**src/rtl/rst_seq_ctrl.sv**
```systemverilog
// Staged reset sequencer: waits for PLL lock, debounces the reset button, then
// releases NumOut active-low resets in order and records the cause of the last reset.
module rst_seq_ctrl #(
    parameter int NumOut         = 4,
    parameter int HoldCycles     = 256,
    parameter int StageGap       = 16,
    parameter int DebounceCycles = 1024
) (
    input  logic              clk_i,
    input  logic              rst_i,
    input  logic              pll_locked_i,
    input  logic              rst_btn_i,
    input  logic              sw_rst_req_i,
    output logic [NumOut-1:0] rst_no,
    output logic              rst_active_o,
    output logic [1:0]        rst_cause_o
);

    localparam int CntMax = (HoldCycles > StageGap) ? HoldCycles : StageGap;
    localparam int CW     = $clog2(CntMax + 1);
    localparam int DW     = $clog2(DebounceCycles + 1);
    localparam int IW     = $clog2(NumOut + 1);

    localparam logic [CW-1:0] HoldLast = CW'(HoldCycles - 1);
    localparam logic [CW-1:0] GapLast  = CW'(StageGap - 1);
    localparam logic [DW-1:0] DbLast   = DW'(DebounceCycles - 1);
    localparam logic [IW-1:0] IdxLast  = IW'(NumOut - 1);

    typedef enum logic [2:0] {
        ST_ASSERT,
        ST_WAIT_LOCK,
        ST_HOLD,
        ST_RELEASE,
        ST_RUN
    } state_t;

    typedef enum logic [1:0] {
        CAUSE_POR = 2'd0,
        CAUSE_PLL = 2'd1,
        CAUSE_BTN = 2'd2,
        CAUSE_SW  = 2'd3
    } cause_t;

    logic              r_lock_meta;
    logic              r_lock_s;
    logic              r_btn_meta;
    logic              r_btn_s;
    logic              r_btn_f;
    logic [DW-1:0]     r_db_cnt;

    state_t            r_state;
    logic [CW-1:0]     r_cnt;
    logic [IW-1:0]     r_idx;
    cause_t            r_cause;
    logic [NumOut-1:0] r_rst_n;
    logic              r_active;

    logic              w_btn_differs;
    logic              w_btn_accept;
    logic              w_btn_rise;
    logic              w_evt_pll;
    logic              w_evt_btn;
    logic              w_evt_sw;
    state_t            w_state_nxt;
    logic [CW-1:0]     w_cnt_nxt;
    logic [IW-1:0]     w_idx_nxt;
    cause_t            w_cause_nxt;
    logic [NumOut-1:0] w_rst_n_nxt;
    logic              w_active_nxt;

    // NOTE: sequential state uses non-blocking assignments only; mixing in
    // blocking writes here would make the flop order simulation-dependent.
    always_ff @(posedge clk_i) begin
        if (rst_i) begin
            r_lock_meta <= 1'b0;
            r_lock_s    <= 1'b0;
            r_btn_meta  <= 1'b0;
            r_btn_s     <= 1'b0;
        end else begin
            r_lock_meta <= pll_locked_i;
            r_lock_s    <= r_lock_meta;
            r_btn_meta  <= rst_btn_i;
            r_btn_s     <= r_btn_meta;
        end
    end

    // The accepted button level flips on the same edge the FSM reacts to the rise.
    assign w_btn_differs = (r_btn_s != r_btn_f);
    assign w_btn_accept  = w_btn_differs && (r_db_cnt == DbLast);
    assign w_btn_rise    = w_btn_accept && r_btn_s;

    always_ff @(posedge clk_i) begin
        if (rst_i) begin
            r_btn_f  <= 1'b0;
            r_db_cnt <= '0;
        end else if (!w_btn_differs) begin
            r_db_cnt <= '0;
        end else if (w_btn_accept) begin
            r_btn_f  <= r_btn_s;
            r_db_cnt <= '0;
        end else begin
            r_db_cnt <= r_db_cnt + 1'b1;
        end
    end

    assign w_evt_pll = !r_lock_s &&
                       (r_state == ST_HOLD || r_state == ST_RELEASE || r_state == ST_RUN);
    assign w_evt_btn = w_btn_rise &&
                       (r_state == ST_WAIT_LOCK || r_state == ST_HOLD ||
                        r_state == ST_RELEASE   || r_state == ST_RUN);
    assign w_evt_sw  = sw_rst_req_i && (r_state == ST_RUN);

    always_ff @(posedge clk_i) begin
        if (rst_i) begin
            r_state  <= ST_ASSERT;
            r_cnt    <= '0;
            r_idx    <= '0;
            r_cause  <= CAUSE_POR;
            r_rst_n  <= '0;
            r_active <= 1'b1;
        end else begin
            r_state  <= w_state_nxt;
            r_cnt    <= w_cnt_nxt;
            r_idx    <= w_idx_nxt;
            r_cause  <= w_cause_nxt;
            r_rst_n  <= w_rst_n_nxt;
            r_active <= w_active_nxt;
        end
    end

    // NOTE: every signal driven here gets a default first so no latch is inferred.
    always_comb begin
        w_state_nxt = r_state;
        w_cnt_nxt   = r_cnt;
        w_idx_nxt   = r_idx;
        w_cause_nxt = r_cause;

        if (w_evt_pll || w_evt_btn || w_evt_sw) begin
            w_state_nxt = ST_ASSERT;
            w_cnt_nxt   = '0;
            w_idx_nxt   = '0;
            if (w_evt_pll)      w_cause_nxt = CAUSE_PLL;
            else if (w_evt_btn) w_cause_nxt = CAUSE_BTN;
            else                w_cause_nxt = CAUSE_SW;
        end else begin
            case (r_state)
                ST_ASSERT: begin
                    if (!r_btn_f) w_state_nxt = ST_WAIT_LOCK;
                end
                ST_WAIT_LOCK: begin
                    if (r_lock_s) begin
                        w_state_nxt = ST_HOLD;
                        w_cnt_nxt   = '0;
                    end
                end
                ST_HOLD: begin
                    if (r_cnt == HoldLast) begin
                        w_cnt_nxt   = '0;
                        w_idx_nxt   = IW'(1);
                        w_state_nxt = (NumOut == 1) ? ST_RUN : ST_RELEASE;
                    end else begin
                        w_cnt_nxt = r_cnt + 1'b1;
                    end
                end
                ST_RELEASE: begin
                    if (r_cnt == GapLast) begin
                        w_cnt_nxt = '0;
                        w_idx_nxt = r_idx + 1'b1;
                        if (r_idx == IdxLast) w_state_nxt = ST_RUN;
                    end else begin
                        w_cnt_nxt = r_cnt + 1'b1;
                    end
                end
                ST_RUN:  ;
                default: w_state_nxt = ST_ASSERT;
            endcase
        end
    end

    // Outputs are a function of the next state so they register alongside it.
    always_comb begin
        w_rst_n_nxt = '0;
        case (w_state_nxt)
            ST_RUN: w_rst_n_nxt = '1;
            ST_RELEASE: begin
                for (int i = 0; i < NumOut; i++) begin
                    w_rst_n_nxt[i] = (i < int'(w_idx_nxt));
                end
            end
            default: w_rst_n_nxt = '0;
        endcase
        w_active_nxt = ~&w_rst_n_nxt;
    end

    assign rst_no       = r_rst_n;
    assign rst_active_o = r_active;
    assign rst_cause_o  = r_cause;

endmodule

```
**config.mk**
```make
export PLATFORM = sky130hd
export DESIGN_NAME = rst_seq_ctrl
export DESIGN_NICKNAME = d
export VERILOG_FILES = /design/src/rtl/rst_seq_ctrl.sv
export SDC_FILE = /design/constraint.sdc
export NUM_CORES = 1
export LEC_CHECK = 0
export ABC_AREA = 1
export CORE_UTILIZATION = 40
export CTS_CLUSTER_SIZE = 12
export DETAILED_ROUTE_END_ITERATION = 12
export MAX_ROUTING_LAYER = met4
export SYNTH_ARGS = -nofsm -noshare
export SYNTH_HDL_FRONTEND = slang
export SYNTH_SLANG_ARGS = --single-unit
```
**constraint.sdc**
```tcl
create_clock -name clk_i -period 1.85 [get_ports clk_i]
set_input_delay 0.2775 -clock clk_i [delete_from_list [all_inputs] [get_ports clk_i]]
set_output_delay 0.2775 -clock clk_i [all_outputs]
set_load 0.02 [all_outputs]
```
Yosys cells after proc, flatten, opt, wreduce, memory -nomap -nowiden
Cells that the tools add are included.

cells by class
  $add $sub $neg = 3
  order comparisons = 4
  eq/ne operators = 12
  multiplexer cells = 18
  bitwise gates (word level) = 1
  reductions and logical operators = 21

operators by type and width
  cell                   number
  $mux 3                 9
  $mux 9                 3
  $pmux 9 s3             1
  $pmux 3 s5             1
  $eq 3x2->1 const B     4
  $add 11x1->11 const B  1
  $eq 11x10->1 const B   1
  $add 9x1->9 const B    1
  $eq 9x4->1 const B     1
  $eq 9x8->1 const B     1
  $pmux 4 s2             1
  $logic_or 1x1->1       7
  $eq 3x3->1 const B     2
  $lt 1x3->1 const A     2
  $lt 2x3->1 const A     2
  $pmux 3 s2             1
  $logic_and 1x1->1      5
  $reduce_and 2->1       2
  $reduce_and 4->1       1
  $add 3x1->3 const B    1
  $eq 3x1->1 const B     1
  $logic_not 3->1        1
  $reduce_bool 3->1      1
  $reduce_or 3->1        1
  other kinds (7)        8

storage, ports and cells
  register bits after elaboration = 38
  bits of input ports = 5
  output and inout port bits = 7
  word-level logic and storage cells = 71

Depth between registers and ports, before layout
  word-level depth = 12
  gate-level depth with buffers = 16

Worst setup path after synthesis
Ideal clock, no wire load.

  path type = flip-flop to flip-flop
  start point = register r_cnt[0]
  end point = register r_active (netlist: rst_active_o)
  library setup time = 0.116 ns
  arrival time = 1.784 ns
  path slack = -0.050 ns
  cell stages (with the launch flop) = 16
  clock period less this slack = 1.900 ns
  path through = dfxtp_1 ha_1 nand2_1 nor2_4 nand3_1 nor2_1 nand2_1 inv_1 ha_1 inv_1 nor2_1 nor2_1 nand2_1 nand3_1 o21ai_1 nand2_1

on the way
  word-level cells in the longest chain between the ends = 8

RTL lines
  item                                             line      RTL
  start: declaration                               52        logic [CW-1:0] r_cnt;
  start signal: assignment                         123       r_cnt <= w_cnt_nxt;
  $eq 9x4->1 / $eq 9x8->1 (equally long branches)  166, 157
  $mux 3, on equally long branches                 166, 157
  $pmux 3 s2 / $pmux 3 s5 (equally long branches)  146       case (r_state)
  $mux 3                                           138       if (w_evt_pll || w_evt_btn || w_evt_sw) begin
  $lt 1x3->1, or another cell as far along         187       w_rst_n_nxt[i] = (i < int'(w_idx_nxt));
  $pmux 4 s2 *                                     183       case (w_state_nxt)
  $reduce_and 4->1 *                               192       w_active_nxt = ~&w_rst_n_nxt;
  $logic_not 1->1 *                                192
  end signal: assignment                           127       r_active <= w_active_nxt;
  end: declaration                                 56        logic r_active;

Every way passes the cells marked *; elsewhere a longest branch is shown, timed or not.
A chain may end at the register's enable or synchronous reset.

Final worst setup path
  start point = register r_cnt[1]
  end point = register r_rst_n[0] (netlist: rst_no[0])

on the way
  word-level cells in the longest chain between the ends = 6

RTL lines
  item                                             line      RTL
  $eq 9x4->1 / $eq 9x8->1 (equally long branches)  166, 157
  $mux 3, on equally long branches                 166, 157
  $pmux 3 s2 / $pmux 3 s5 (equally long branches)  146
  $mux 3                                           138
  $lt 1x3->1, or another cell as far along         187
  $pmux 4 s2 *                                     183
  end signal: assignment                           126       r_rst_n <= w_rst_n_nxt;
  end: declaration                                 55        logic [NumOut-1:0] r_rst_n;

Marked as above.

==> metrics.json <==
{
  "number_of_antenna_violations_at_the_first_check_in_global_routing": 0,
  "postSynth.topFlopCell": "sky130_fd_sc_hd__dfxtp_1",
  "syn2layout_area_growth_pct": 25.32,
  "final.fill_count": 458,
  "syn_area_per_cell_um2": 7.147,
  "ys_top_cells_by_area": "sky130_fd_sc_hd__dfxtp_1 39%, sky130_fd_sc_hd__nand2_1 12%, sky130_fd_sc_hd__inv_1 8.7%",
  "vias": 1652,
  "detail_route.drc_violations": 0,
  "grt_pass1_vias": 1539,
  "htreeDepth": 2,
  "yosys.cell_types.count": 35,
  "vias_per_cell": 4.602,
  "slew_viol_final": 0,
  "post-synth-top-count-cell": "sky130_fd_sc_hd__nand2_1",
  "hold_buffers": 0,
  "static_leakage_power_nw": 1.146,
  "placed_cells_incl_taps": 342,
  "skew_ps": 3.740,
  "postRouteAntennaNets": 0,
  "synth-warning-count": 0,
  "finalCoreUtilization_pct": 53.89,
  "post_synth_inst_count": 271,
  "dpl.hpwl_um": 2803,
  "post-synth-top-area-fraction_pct": 39.28,
  "cts.path.max_buffers": 2,
  "initial_core_util_pct": 43.00,
  "drtPass1Iterations": 4,
  "maximum_number_of_pins_on_one_net_before_global_route_repair": 12,
  "io_pins": 12,
  "power.density_cell_area_nw_per_um2": 686.2,
  "clock_sink_count": 38,
  "fin_cells": 359,
  "layout_worst_path_cycle_share_pct": 102.3,
  "place.port_buffers": 11,
  "worstSetupPathType": "reg2reg",
  "cts_root_buffer": "sky130_fd_sc_hd__clkbuf_8",
  "gp_routability_congestion": 0.7503,
  "synth_top_cell_by_area": "sky130_fd_sc_hd__dfxtp_1",
  "critical_path_rt_ps": 2030,
  "min_path_type": "reg2reg",
  "path_max_fanout": 6,
  "die_height_um": 71.59,
  "worstSetupEndpointType": "register",
  "core_area_um2": 4504,
  "synth_top_cells_by_count": "61 x sky130_fd_sc_hd__nand2_1, 45 x sky130_fd_sc_hd__inv_1, 40 x sky130_fd_sc_hd__nor2_1",
  "rsz0062_at_grt": "true",
  "fp-row-count": 24,
  "ys_seq_elements": 38,
  "violations": "negative setup slack",
  "crit_path_start_kind": "register",
  "floorplan.die.width_um": 71.59,
  "outcome": "complete, but fails checks",
  "wire_length_of_the_first_global_routing_pass_um": 6727,
  "syn_nets": 282,
  "final_nets": 318,
  "finalCriticalPeriod_ps": 1893,
  "drive_above_1_share_pct": 20.52,
  "cp_data_arrival_time_ps": 2070,
  "drt-initial-drc-count": 61,
  "cts_tree": "done",
  "insertedDiodeCount": 0,
  "report.power.total_w": 0.001666,
  "grt_util_all_layers_pct": 17.35,
  "ys_seq_area_share_pct": 39.28,
  "drt-total-wl_um": 3835,
  "clkLatencyLatePin_ps": 290,
  "synth_async_sr_flop_share_pct": 0,
  "grt_remaining_overflow": 0,
  "synth-edff-count": 0,
  "maxCapViolCount": 0,
  "hold_viol": 0,
  "wl_per_cell_um": 10.68,
  "design.die.area_um2": 5124,
  "max_slew_margin_pct": 67.25,
  "detailedPlace.worstSlack_ps": -42.90,
  "cts-buffers-inserted": 5,
  "mappedNetlistArea_um2": 1937,
  "finalSetupViolCount": 11,
  "timing.fmax_mhz": 528.4,
  "worst_slack_ps": -42.54,
  "path_clk_slew_ps": 70,
  "ir_drop_mv": 0.4168,
  "worst-slew-pin-transition_ps": 489.8
}
## routing by layer
layer | wire length [um] | vias to the layer above | global-route usage (%) | share of wire [%]
li1 | - | 915 | - | -
met1 | 2058 | 719 | 23.88 | 54
met2 | 1655 | 11 | 25.29 | 43
met3 | 59 | 7 | 3.376 | 1.5
met4 | 61 | 0 | 6.536 | 1.6
met5 | 0 | - | - | 0
## state kept, by name, indices dropped and copies added (netlist names), 2 cells and up
register / flops
rst_cause_o: 2
r_idx: 3
rst_no: 4
r_state: 3
r_cnt: 9
r_db_cnt: 11
## power breakdown
group          total [W]  internal, W  switching (W)
sequential      0.000839     0.000828      0.0000101
combinational   0.000113    0.0000467      0.0000665
clock           0.000714     0.000431       0.000283
total            0.00167      0.00131       0.000359
## layout make-up
type | count | area, um^2 | area share, %
clock buffers | 6 | 82.58 | 3.402
clock inverters | 1 | 30.03 | 1.237
flip-flops and latches | 38 | 763.2 | 31.44
inverters | 47 | 178.9 | 7.371
repair buffers | 31 | 264.0 | 10.88
well taps | 52 | 65.06 | 2.680
multi-input cells | 184 | 1044 | 42.99
## per-stage QoR
stage	setup TNS, ps	cell area, um^2	hold slack, ps
final	-296.1	2427	406.2
after global routing	-2195	2427	442.0
after CTS	-64.04	2394	408.8
after detailed placement	-250.0	2198	398.6
after global placement	-26.72	2198	401.4
after floorplan	0	1964	384.5
## what timing repair did
item | 4_1_cts | 5_1_grt
gates resized for setup | 2 | 10
pin swaps | 12 | 11
endpoints found under the setup margin | 11 | 17
setup buffers | 10 | 1
## cells by family (layout without fill, tap and decap cells)
family | Yosys count | in the layout | share of synthesized area, %
AO/OA/AOI/OAI | 28 | 28 | 9.238
XOR/XNOR | 5 | 5 | 2.261
adder cells (fa/ha/maj) | 6 | 6 | 3.876
buffers and inverters | 49 | 85 | 9.948
flip-flops | 38 | 38 | 39.28
AND/OR/NAND/NOR | 145 | 145 | 35.40
## worst paths after layout
path | start | to | slack, ps | cells past startpoint
max reg2reg | r_cnt[1] | rst_no[0] | -40 | 15
max | r_cnt[1] | rst_no[0] | -40 | 15
min reg2reg | r_btn_meta | r_btn_s | 410 | 2
min | r_btn_meta | r_btn_s | 410 | 2
## placed cells by master (no fill, tap or decap), types with 2 or more instances in the layout
cell type,synthesis,layout
sky130_fd_sc_hd__a21o_1,2,2
sky130_fd_sc_hd__a21oi_1,6,6
sky130_fd_sc_hd__buf_4,0,19
sky130_fd_sc_hd__clkbuf_8,0,6
sky130_fd_sc_hd__clkdlybuf4s50_1,0,11
sky130_fd_sc_hd__dfxtp_1,38,36
sky130_fd_sc_hd__dfxtp_2,0,2
sky130_fd_sc_hd__ha_1,6,4
sky130_fd_sc_hd__ha_4,0,2
sky130_fd_sc_hd__inv_1,45,42
sky130_fd_sc_hd__inv_2,1,3
sky130_fd_sc_hd__nand2_1,61,57
sky130_fd_sc_hd__nand2_2,5,8
sky130_fd_sc_hd__nand2_4,2,3
sky130_fd_sc_hd__nand3_1,21,20
sky130_fd_sc_hd__nand3_2,2,3
sky130_fd_sc_hd__nand4_1,2,2
sky130_fd_sc_hd__nor2_1,40,38
sky130_fd_sc_hd__nor2_2,3,3
sky130_fd_sc_hd__nor2_4,3,5
sky130_fd_sc_hd__o211ai_1,2,2
sky130_fd_sc_hd__o21ai_0,10,10
sky130_fd_sc_hd__o21ai_1,2,2
sky130_fd_sc_hd__xor2_1,4,4
## worst max-delay path, cell delays in order, from the launching register on
cell and delay, ps:
sky130_fd_sc_hd__dfxtp_2 350, sky130_fd_sc_hd__ha_4 150, sky130_fd_sc_hd__nand2_4 50, sky130_fd_sc_hd__nor2_4 110, sky130_fd_sc_hd__nand3_2 110, sky130_fd_sc_hd__nor2_4 150, sky130_fd_sc_hd__nand2_2 70, sky130_fd_sc_hd__inv_2 70
sky130_fd_sc_hd__ha_4 140, sky130_fd_sc_hd__o211ai_1 110, sky130_fd_sc_hd__nand2_1 110, sky130_fd_sc_hd__nand2_2 70, sky130_fd_sc_hd__nand3_4 100, sky130_fd_sc_hd__nand3_1 80, sky130_fd_sc_hd__nand2_1 60, sky130_fd_sc_hd__nand2_1 40
No activity file was read; power rests on OpenSTA's default activity.
==> RTL edit: new RTL, same settings <==
Change the parameter `HoldCycles` from 256 to 128.
--- a/src/rtl/rst_seq_ctrl.sv
+++ b/src/rtl/rst_seq_ctrl.sv
@@ -2,7 +2,7 @@
 // releases NumOut active-low resets in order and records the cause of the last reset.
 module rst_seq_ctrl #(
     parameter int NumOut         = 4,
-    parameter int HoldCycles     = 256,
+    parameter int HoldCycles     = 128,
     parameter int StageGap       = 16,
     parameter int DebounceCycles = 1024
 ) (
Formal check against the unedited RTL: no difference found for any inputs over 10 cycles, from zero or initial values and one cycle with rst_i high; that may be too few to reach the edited logic, so the function may still have changed.
==> RTL edit against the unedited design <==
  * Count of clock-buffer cells in the layout up 1
  * Power down 8.3%
  * Sequential power down 2.6%
  * Design area down 13%
  * Core utilization down 3.1 points
  * Synthesized cell count down 17%
  * Sequential share of layout area up 3.7 points
  * Worst setup slack better by 230 ps
  * Routed wire length down 20%
  * Global-route usage down 1.5 points
  * Area after synthesis down 7.9%
  * Critical path depth down 6
  * Highest routed layer unchanged
  * Sequential cell count down 1
==> RTL edit: results <==
synthesis:
  yosys-top-cells-area: "dfxtp_1 42%, nor2_1 8.0%, nand2_1 6.7%"
  yosys-top-cells-count: "38 x nor2_1, 37 x dfxtp_1, 32 x nand2_1"
  synthDistinctLibCells: 33
  ys_seq_area_share_pct: 41.5
  synth_area_per_cell_um2: 7.89
  syn_nets: 235
worst_setup_path:
  arrival_ps: 1860
  critPathSlowestCell: "dfxtp_1"
  crit_fanout: 3
  max_stage_delay_ps: 330
  r2r_slack_ps: 180
  regToRegStartpoint: "r_idx[0]$_SDFF_PP0_"
  rr_endpoint: "rst_active_o$_SDFF_PP1_"
  r2r_cells: 9
  critPathLaunch: "r_idx[0]$_SDFF_PP0_"
run_status:
  status: "complete, no violations"
global_routing:
  gr-usage-all-layers_pct: 15.8
  grt_pass1_vias: 1211
  grt_util_met1_pct: 19.1
  grt_pass1_wl_mm: 5.20
sta:
  slew_headroom_pct: 79.8
  fin_skew_ps: 7.05
cells_and_area:
  clkbuf_count: 7
  layout.area.seq_um2: 741
  nonClkBufAreaFrac_pct: 7.96
  fill_cells: 426
  inverters_excl_clock: 30
  nMultiInputCombCells: 157
  signal_buffers: 17
  stdcell_count: 299
  utilization_pct: 50.8
  layout-drive-gt1-share_pct: 20.1
drt:
  routedWlPerCell_um: 10.3
  dr_wl_met2_mm: 1.25
placement:
  placed_area_um2: 1960
  dp_cells: 288
  place.gp.congestion: 0.771
worst_hold_path:
  min_to: "r_lock_s$_SDFF_PP0_"
clocking:
  post_cts_buffers: 0
  clock-sinks: 37
  cts_resized: 0
-- RTL edit: cell count changes after synthesis, sizes merged, moves of 3 or more --
| cell | change |
|---|---|
| a21oi | +10 |
| inv | -16 |
| nand2 | -26 |
| nand3 | -10 |
| nor3 | +3 |
| o21ai | -7 |
| xnor2 | +3 |
-- RTL edit: per-stage QoR --
step                setup slack (ps)  hold WS (ps)  power (mW)
floorplan                        298           384       0.896
global placement                 157           392       0.923
detailed placement               114           394       0.923
CTS                             98.3           404        1.55
global route                    7.80           427        1.60
finish                           184           402        1.53
-- RTL edit: power breakdown --
| group | leakage (nW) | switching [mW] | total [mW] | internal (mW) |
|---|---|---|---|---|
| Combinational | 0.470 | 0.0542 | 0.0928 | 0.0386 |
| Sequential | 0.299 | 0.00974 | 0.817 | 0.807 |
| Clock | 0.0542 | 0.281 | 0.618 | 0.336 |
| Total | 0.824 | 0.345 | 1.53 | 1.18 |
